### src/rtl/divider_seq.sv
// divider_seq: fixed-latency unsigned restoring divider, one quotient bit per cycle.
module divider_seq #(
  parameter int WIDTH = 8
) (
  input  logic             clk,
  input  logic             rst,
  input  logic             start,
  input  logic [WIDTH-1:0] a,
  input  logic [WIDTH-1:0] b,
  output logic             busy,
  output logic             done,
  output logic [WIDTH-1:0] quotient,
  output logic [WIDTH-1:0] remainder,
  output logic             div_by_zero
);
  localparam int CW = $clog2(WIDTH);
  typedef enum logic [1:0] {IDLE, RUN, DONE} state_t;
  state_t           state_q, state_d;
  logic [CW-1:0]    cnt_q, cnt_d;
  logic [WIDTH-1:0] dvd_q, dvd_d, dvs_q, dvs_d, quo_q, quo_d, rmd_q, rmd_d;
  logic [WIDTH:0]   rem_q, rem_d, r_sh, r_nx;
  logic             dbz_q, dbz_d, dbz_run_q, dbz_run_d, ge, accept, last;
  // the dividend register doubles as the quotient shift register
  assign r_sh   = {rem_q[WIDTH-1:0], dvd_q[WIDTH-1]};
  assign ge     = r_sh >= {1'b0, dvs_q};
  assign r_nx   = ge ? r_sh - {1'b0, dvs_q} : r_sh;
  assign accept = start && state_q != RUN;
  assign last   = cnt_q == CW'(WIDTH - 1);
  always_comb begin
    state_d   = state_q;
    cnt_d     = cnt_q;
    dvd_d     = dvd_q;
    dvs_d     = dvs_q;
    rem_d     = rem_q;
    quo_d     = quo_q;
    rmd_d     = rmd_q;
    dbz_d     = dbz_q;
    dbz_run_d = dbz_run_q;
    if (accept) begin
      state_d   = RUN;
      dvd_d     = a;
      dvs_d     = b;
      rem_d     = '0;
      cnt_d     = '0;
      dbz_run_d = b == '0;
    end else if (state_q == RUN) begin
      rem_d = r_nx;
      dvd_d = {dvd_q[WIDTH-2:0], ge};
      cnt_d = cnt_q + CW'(1);
      if (last) begin
        state_d = DONE;
        quo_d   = {dvd_q[WIDTH-2:0], ge};
        rmd_d   = r_nx[WIDTH-1:0];
        dbz_d   = dbz_run_q;
      end
    end else begin
      state_d = IDLE;
    end
  end
  always_ff @(posedge clk) begin
    if (rst) begin
      state_q   <= IDLE;
      cnt_q     <= '0;
      dvd_q     <= '0;
      dvs_q     <= '0;
      rem_q     <= '0;
      quo_q     <= '0;
      rmd_q     <= '0;
      dbz_q     <= 1'b0;
      dbz_run_q <= 1'b0;
    end else begin
      state_q   <= state_d;
      cnt_q     <= cnt_d;
      dvd_q     <= dvd_d;
      dvs_q     <= dvs_d;
      rem_q     <= rem_d;
      quo_q     <= quo_d;
      rmd_q     <= rmd_d;
      dbz_q     <= dbz_d;
      dbz_run_q <= dbz_run_d;
    end
  end
  assign busy        = state_q == RUN;
  assign done        = state_q == DONE;
  assign quotient    = quo_q;
  assign remainder   = rmd_q;
  assign div_by_zero = dbz_q;
endmodule

### config.mk
export PLATFORM = sky130hd
export DESIGN_NAME = divider_seq
export DESIGN_NICKNAME = d
export VERILOG_FILES = /design/src/rtl/divider_seq.sv
export SDC_FILE = /design/constraint.sdc
export NUM_CORES = 1
export LEC_CHECK = 0
export ABC_AREA = 1
export BUFFER_PORTS_ARGS = -buffer_cell sky130_fd_sc_hd__buf_2
export CORE_ASPECT_RATIO = 0.8
export CORE_UTILIZATION = 23
export DETAILED_ROUTE_END_ITERATION = 16
export PLACE_DENSITY = 0.36
export SLEW_MARGIN = 20
export SYNTH_ARGS = -nofsm -noshare
export SYNTH_HDL_FRONTEND = slang
export SYNTH_SLANG_ARGS = --single-unit
### constraint.sdc
create_clock -name clk -period 3.05 [get_ports clk]
set_clock_uncertainty 0.05 [all_clocks]
set_input_delay 0.4575 -clock clk [delete_from_list [all_inputs] [get_ports clk]]
set_output_delay 0.4575 -clock clk [all_outputs]
set_load 0.005 [all_outputs]
==> results of run 1 <==
==> critical path, delay by kind of cell, from the launching register on <==
family | cells | cell delay, ns
buffers and inverters | 2 | 0.10
and+or+nand+nor | 4 | 1.32
DFF | 1 | 0.30
AOI/OAI and AO/OA | 1 | 0.23
==> synthesized netlist by cell type, drive strengths merged, types with 3 or more instances <==
| master | number | area [sq um] |
|---|---|---|
| o221ai | 6 | 52.6 |
| o21ai | 19 | 95.1 |
| inv | 50 | 188 |
| buf | 7 | 46.3 |
| a21oi | 14 | 70.1 |
| dfxtp | 47 | 941 |
| nand3 | 24 | 135 |
| ha | 10 | 125 |
| clkbuf | 3 | 11.3 |
| nand2 | 108 | 459 |
| nor2 | 30 | 128 |
==> power breakdown <==
part	switching [mW]	internal (mW)	total, mW	leakage (nW)
Sequential	0.0182	0.640	0.658	0.383
Combinational	0.266	0.136	0.402	1.02
Clock	0.234	0.320	0.554	0.0727
==> registers in the layout (all words and copies together), names as in the netlist <==
name	count
cnt_q	3
dbz_run_q	1
div_by_zero	1
dvd_q	8
dvs_q	8
quotient	8
rem_q	8
remainder	8
state_q	2
==> through the flow <==
stage	total power [mW]	area [sq um]	cells	setup slack, ns
floorplan	0.976	2380	333	1.40
global placement	1.08	2690	498	0.986
detailed placement	1.08	2690	498	0.973
CTS	1.64	2830	505	0.972
global route	1.74	2830	505	0.771
finish	1.61	2830	505	0.985
==> worst max path at each step <==
| stage | startpoint | endpoint | slack [ns] | cells past startpoint |
|---|---|---|---|---|
| finish | state_q[1] | rem_q[0] | 0.98 | 7 |
| global route | state_q[1] | quotient[0] | 0.77 | 7 |
| CTS | state_q[1] | rem_q[0] | 0.97 | 7 |
| detailed placement | rst | quotient[0] | 0.97 | 5 |
| global placement | rst | quotient[0] | 0.99 | 5 |
| floorplan | dvs_q[2] | quotient[0] | 1.40 | 8 |
==> final cells by class <==
class	count	share of cell area, %
repair buffers	39	7.07
well taps	136	6.01
clock inverters	1	0.177
flip-flops and latches	47	33.2
multi-input cells	224	41.7
inverters	52	6.89
clock buffers	6	4.90
==> per-layer routing <==
layer | up-vias | GRT usage [%] | part of all wire [%] | wire (um)
met5 | - | 0 | 0 | 0
met4 | 0 | 4.49 | 1.1 | 68
met3 | 5 | 3.14 | 3.7 | 234
met2 | 43 | 15.6 | 34 | 2140
met1 | 860 | 21.3 | 61 | 3860
li1 | 1115 | - | - | -
==> kinds of logic (layout without fill, tap and decap cells) <==
kind of cell / after synthesis / after routing
flip-flops: 47 / 47
AND/OR/NAND/NOR: 168 / 168
adder cells (fa/ha/maj): 11 / 11
buffers and inverters: 62 / 98
AO/OA/AOI/OAI: 41 / 41
XOR/XNOR: 4 / 4
==> flow_metrics.env, run 1 <==
export IMPL_worst_slew_pin_transition_ns=0.538
export IMPL_cts_buffers=5
export IMPL_whs_path_depth=2
export IMPL_first_pass_iters=4
export IMPL_r2r_start="state_q[1]"
export IMPL_muxShareOfSynthArea_pct=0
export IMPL_setup_viol=0
export IMPL_post_route_period_util_pct=67.7
export IMPL_fmax_mhz=484
export IMPL_clk_pin_slew_worst_paths_ns=0.06
export IMPL_r2r_slack_ns=0.98
export IMPL_synth_area_sq_um=2380
export IMPL_min_delay_start="rst"
export IMPL_slowest_stage="nand2_1"
export IMPL_synth_top_family_by_area="simple AND/OR/NAND/NOR gates"
export IMPL_clock_path_buffers=2
export IMPL_crit_arrival_ns=2.26
export IMPL_grt_pass1_vias=1941
export IMPL_finalHoldViolCount=0
export IMPL_antenna_found_initial=0
export IMPL_pin_count=38
export IMPL_die_height_um=92.9
export IMPL_core_region_area_sq_um=9850
export IMPL_fill_cells=1123
export IMPL_drv_slew=0
export IMPL_drc=0
export IMPL_viasPerCell=4.01
export IMPL_areaGrowthSynthToFinish_pct=19.2
export IMPL_drive_above_1_share_pct=17.9
export IMPL_synthSimpleGateAreaFrac_pct=32.2
export IMPL_synthXorXnorAreaFrac_pct=1.47
export IMPL_timing_hold_ws_ns=0.318
export IMPL_n_antenna_cell=0
export IMPL_cts_tree="built"
export IMPL_max_cap_violations=0
export IMPL_cts_resized=0
export IMPL_reg2reg_depth=7
export IMPL_cts_num_sinks=47
export IMPL_synth_nets=363
export IMPL_syn_inst=333
export IMPL_clockRootBuffer="clkbuf_16"
export IMPL_die_x_um=116
export IMPL_hold_path_end="dvd_q[0]"
export IMPL_worst_path_max_fanout=17
export IMPL_synth_edf_count=0
export IMPL_yosysWarnings=0
export IMPL_start_kind="flip-flop"
export IMPL_cellLeakagePower_nw=1.47
export IMPL_crit_chain="inv_1 > nand2_1 > nand2_1 > nand2_1 > a21oi_1 > nand2_1 > inv_1"
export IMPL_ir_drop_mv=0.195
export IMPL_r2r_end="rem_q[0]"
export IMPL_final_common_cell="nand2_1"
export IMPL_worstPathRequired_ns=3.24
export IMPL_slowest_delay_ns=0.52
export IMPL_ys_ff_latch=47
export IMPL_fin_util_pct=28.8
export IMPL_synth_fa_ha_area_share_pct=6.11
export IMPL_place_congestion=0.727
export IMPL_hp_class="in -> reg"
export IMPL_start_util_pct=24.1
export IMPL_hpwl_mm=4.74
export IMPL_final_cell_mix="nand2_1 (96), inv_1 (50), dfxtp_1 (47), buf_2 (37), nor2_1 (28)"
export IMPL_vias=2023
export IMPL_h_tree_depth=2
export IMPL_nNetsFinal=399
export IMPL_post_cts_buffers=0
export IMPL_ys_seq_area_share_pct=39.6
export IMPL_num_rows=32
export IMPL_final_min_clock_period_ns=2.07
export IMPL_synth_cell_type_count=29
export IMPL_cp_common_cell="nand2_1"
export IMPL_timing_setup_tns_ns=0
export IMPL_cp_end_kind="flip-flop"
export IMPL_grt_max_degree=21
export IMPL_rsz0062_at_grt="false"
export IMPL_io_buffers=37
export IMPL_grt_usage_pct=13.1
export IMPL_final_seq_area_sq_um=941
export IMPL_dr_first_iter_drc_count=108
export IMPL_crit_type="reg -> reg"
export IMPL_clkLatencyLatePin_ns=0.29
export IMPL_drt_total_wl_mm=6.30
export IMPL_multi_input_area_sq_um=1180
export IMPL_wl_per_cell_um=12.5
export IMPL_synth_ff_type="dfxtp_1"
export IMPL_outcome="complete, no violations"
export IMPL_async_flop_share_pct=0
export IMPL_syn_area_per_cell_sq_um=7.14
export IMPL_final_antenna_net_count=0
export IMPL_globalRouteOverflowTotal=0
export IMPL_p_per_area_nw_per_um2=570
export IMPL_relSlewSlack_pct=63.9
export IMPL_holdBufCountCts=0
export IMPL_synth_compound_area_share_pct=9.95
export IMPL_grt_pass1_wl_mm=10.4
export IMPL_die_area_sq_um=10700
Power figures use the tool's default switching activity.
==> inputs of run 2 (changes only) <==
- ABC_AREA: 1 -> 0
- PLACE_DENSITY: 0.36 -> 0.38
- clock period: 3.05 -> 1.8 ns (I/O delays scaled with it)
==> run 2 against run 1 <==
Effect of this change:
- the flow now finishes with violations (setup timing)
- flip-flop and latch count unchanged
- wire length increased by 16%
- register-to-register slack worse by 1.2 ns
- highest routed layer unchanged
- via count is 14% higher
- critical path type unchanged
- non-clock buffer count increased by 57
==> flow_metrics.env, run 2 <==
export IMPL_yosysTopAreaCellShare_pct=39.9
export IMPL_clockRootBuffer="clkbuf_16"
export IMPL_place_area_sq_um=3120
export IMPL_rsz0062_at_grt="true"
export IMPL_die_height_um=92.6
export IMPL_vias=2302
export IMPL_seqPwrFrac_pct=32.0
export IMPL_yosys_area_top_type="dfxtp_1"
export IMPL_switching_power_mw=1.24
export IMPL_ys_top_cells_by_area="dfxtp_1 (40%), ha_1 (5.3%), nand2_1 (5.2%)"
export IMPL_yosysWarnings=0
export IMPL_n_antenna_cell=0
export IMPL_clk_pin_slew_worst_paths_ns=0.07
export IMPL_worstPathRequired_ns=1.93
export IMPL_worst_slew_pin_transition_ns=0.431
export IMPL_synth_area_sq_um=2360
export IMPL_relSlewSlack_pct=71.0
export IMPL_drv_slew=0
export IMPL_synth_ff_type="dfxtp_1"
export IMPL_switching_share_pct=34.7
export IMPL_place_congestion=0.742
export IMPL_ys_seq_area_share_pct=39.9
export IMPL_layoutNonFillerInstCount=500
export IMPL_final_antenna_net_count=0
export IMPL_drc=0
export IMPL_grt_pass1_wl_mm=12.0
export IMPL_ys_ff_latch=47
export IMPL_grt_max_degree=23
export IMPL_io_buffers=37
export IMPL_synth_cell_type_count=44
export IMPL_p_int_mw=2.33
export IMPL_crit_type="reg -> reg"
export IMPL_die_x_um=115
export IMPL_fmax_mhz=503
export IMPL_combPwrFrac_pct=41.6
export IMPL_drt_total_wl_mm=7.29
export IMPL_finalHoldViolCount=0
export IMPL_antenna_found_initial=0
export IMPL_areaGrowthSynthToFinish_pct=49.5
export IMPL_wl_per_cell_um=14.6
export IMPL_nNetsFinal=393
export IMPL_setup_viol=17
export IMPL_synth_nets=308
export IMPL_start_kind="flip-flop"
export IMPL_total_power_mw=3.57
export IMPL_netlist_top_cells_count="dfxtp_1 (47), nand2_1 (33), a21oi_1 (20)"
export IMPL_final_min_clock_period_ns=1.99
export IMPL_globalRouteOverflowTotal=0
export IMPL_syn_area_per_cell_sq_um=8.49
export IMPL_hp_class="in -> reg"
export IMPL_max_cap_violations=0
export IMPL_first_pass_iters=4
export IMPL_dp_cells=486
export IMPL_clock_path_buffers=2
export IMPL_violations="setup timing"
export IMPL_worst_path_max_fanout=4
export IMPL_async_flop_share_pct=0
export IMPL_fin_area_sq_um=3530
export IMPL_start_util_pct=24.1
export IMPL_dr_first_iter_drc_count=98
export IMPL_crit_arrival_ns=2.12
export IMPL_yosysMostFrequentCell="dfxtp_1"
export IMPL_syn_inst=278
export IMPL_ir_drop_mv=0.569
export IMPL_clkLatencyLatePin_ns=0.30
export IMPL_synth_edf_count=0
export IMPL_drive_above_1_share_pct=45.1
export IMPL_cellLeakagePower_nw=1.48
export IMPL_p_clk_share_pct=26.4
export IMPL_fill_cells=1012
export IMPL_viasPerCell=4.60
export IMPL_layout_setup_ws_ns=-0.187
export IMPL_num_rows=32
export IMPL_fin_util_pct=36.0
export IMPL_h_tree_depth=2
export IMPL_pin_count=38
export IMPL_post_route_period_util_pct=110
export IMPL_hpwl_mm=5.55
export IMPL_cts_num_sinks=47
export IMPL_final_cell_mix="buf_4 (56), buf_2 (37), dfxtp_1 (36), nand2_1 (31), a21oi_1 (16)"
export IMPL_outcome="finished, violations left"
export IMPL_core_region_area_sq_um=9810
export IMPL_die_area_sq_um=10700
export IMPL_cp_end_kind="flip-flop"
export IMPL_cts_buffers=5
export IMPL_p_per_area_nw_per_um2=1010
export IMPL_cts_tree="built"
export IMPL_final_common_cell="buf_4"
export IMPL_grt_pass1_vias=2221
export IMPL_grt_usage_pct=15.1
run 2: cells by family (layout without fill, tap and decap cells):
logic type / count (synthesis) / count (layout) / synth area share, %
AND/OR/NAND/NOR: 93 / 93 / 18.6
AO/OA/AOI/OAI: 84 / 84 / 25.0
flip-flops: 47 / 47 / 39.9
buffers and inverters: 31 / 117 / 5.51
adder cells (fa/ha/maj): 11 / 11 / 6.15
multiplexers: 8 / 8 / 3.39
XOR/XNOR: 4 / 4 / 1.48
run 2: final timing paths:
kind	cells after the start	to	slack [ns]	startpoint
worst max-delay path	7	remainder[2]	-0.19	dvs_q[4]
worst min register to register	2	dbz_run_q	0.41	dbz_run_q
worst min-delay path	3	dvs_q[4]	0.17	b[4]
worst max register to register	7	remainder[2]	-0.19	dvs_q[4]
run 2: layout make-up:
type                    count  area, sq um  share of cell area, %
clock inverters             3         18.8                  0.532
well taps                 136          170                   4.82
clock buffers               5          125                   3.55
repair buffers             96          648                   18.4
multi-input cells         200         1560                   44.3
inverters                  13         48.8                   1.38
flip-flops and latches     47          955                   27.1
run 2: critical path, cell delays in order (launching register included):
cell and delay [ns]:
dfxtp_2 0.33, inv_2 0.04, ha_4 0.25, a21oi_4 0.15, nor2_2 0.06, a311o_2 0.41
or3_4 0.34, a32o_1 0.24
run 2: what timing repair did:
action | 4_1_cts | 5_1_grt
buffers inserted | 3 | 4
pin swaps | 9 | 9
endpoints found under the setup margin | 18 | 18
gates resized for setup | 33 | 19
hold buffers | 0 | 0
cloned | 0 | 0
run 2: stage by stage:
step | hold slack, ns | TNS, ns | setup WS, ns
after floorplan | 0.348 | -1.04 | -0.209
after global placement | 0.393 | -3.77 | -0.403
after detailed placement | 0.396 | -3.97 | -0.402
after CTS | 0.162 | -1.78 | -0.169
after global routing | 0.182 | -3.09 | -0.252
final | 0.169 | -1.65 | -0.187
run 2: per-layer routing:
| layer | part of all wire, % | track usage [%] | routed length [um] | vias to the layer above |
|---|---|---|---|---|
| met4 | 0.95 | 3.14 | 69 | 0 |
| met1 | 57 | 23.6 | 4180 | 1055 |
| li1 | - | - | - | 1183 |
| met2 | 37 | 19.9 | 2730 | 58 |
| met5 | 0 | 0 | 0 | - |
| met3 | 4.3 | 4.19 | 310 | 6 |
run 2: power groups by stage:
stage                     registers [mW]  clock network [mW]  logic (mW)
after floorplan                     1.15                   0       0.702
after global placement              1.16                   0        1.17
after detailed placement            1.16                   0        1.16
after CTS                           1.14               0.979        1.27
after global routing                1.15                1.03        1.61
final                               1.14               0.942        1.49
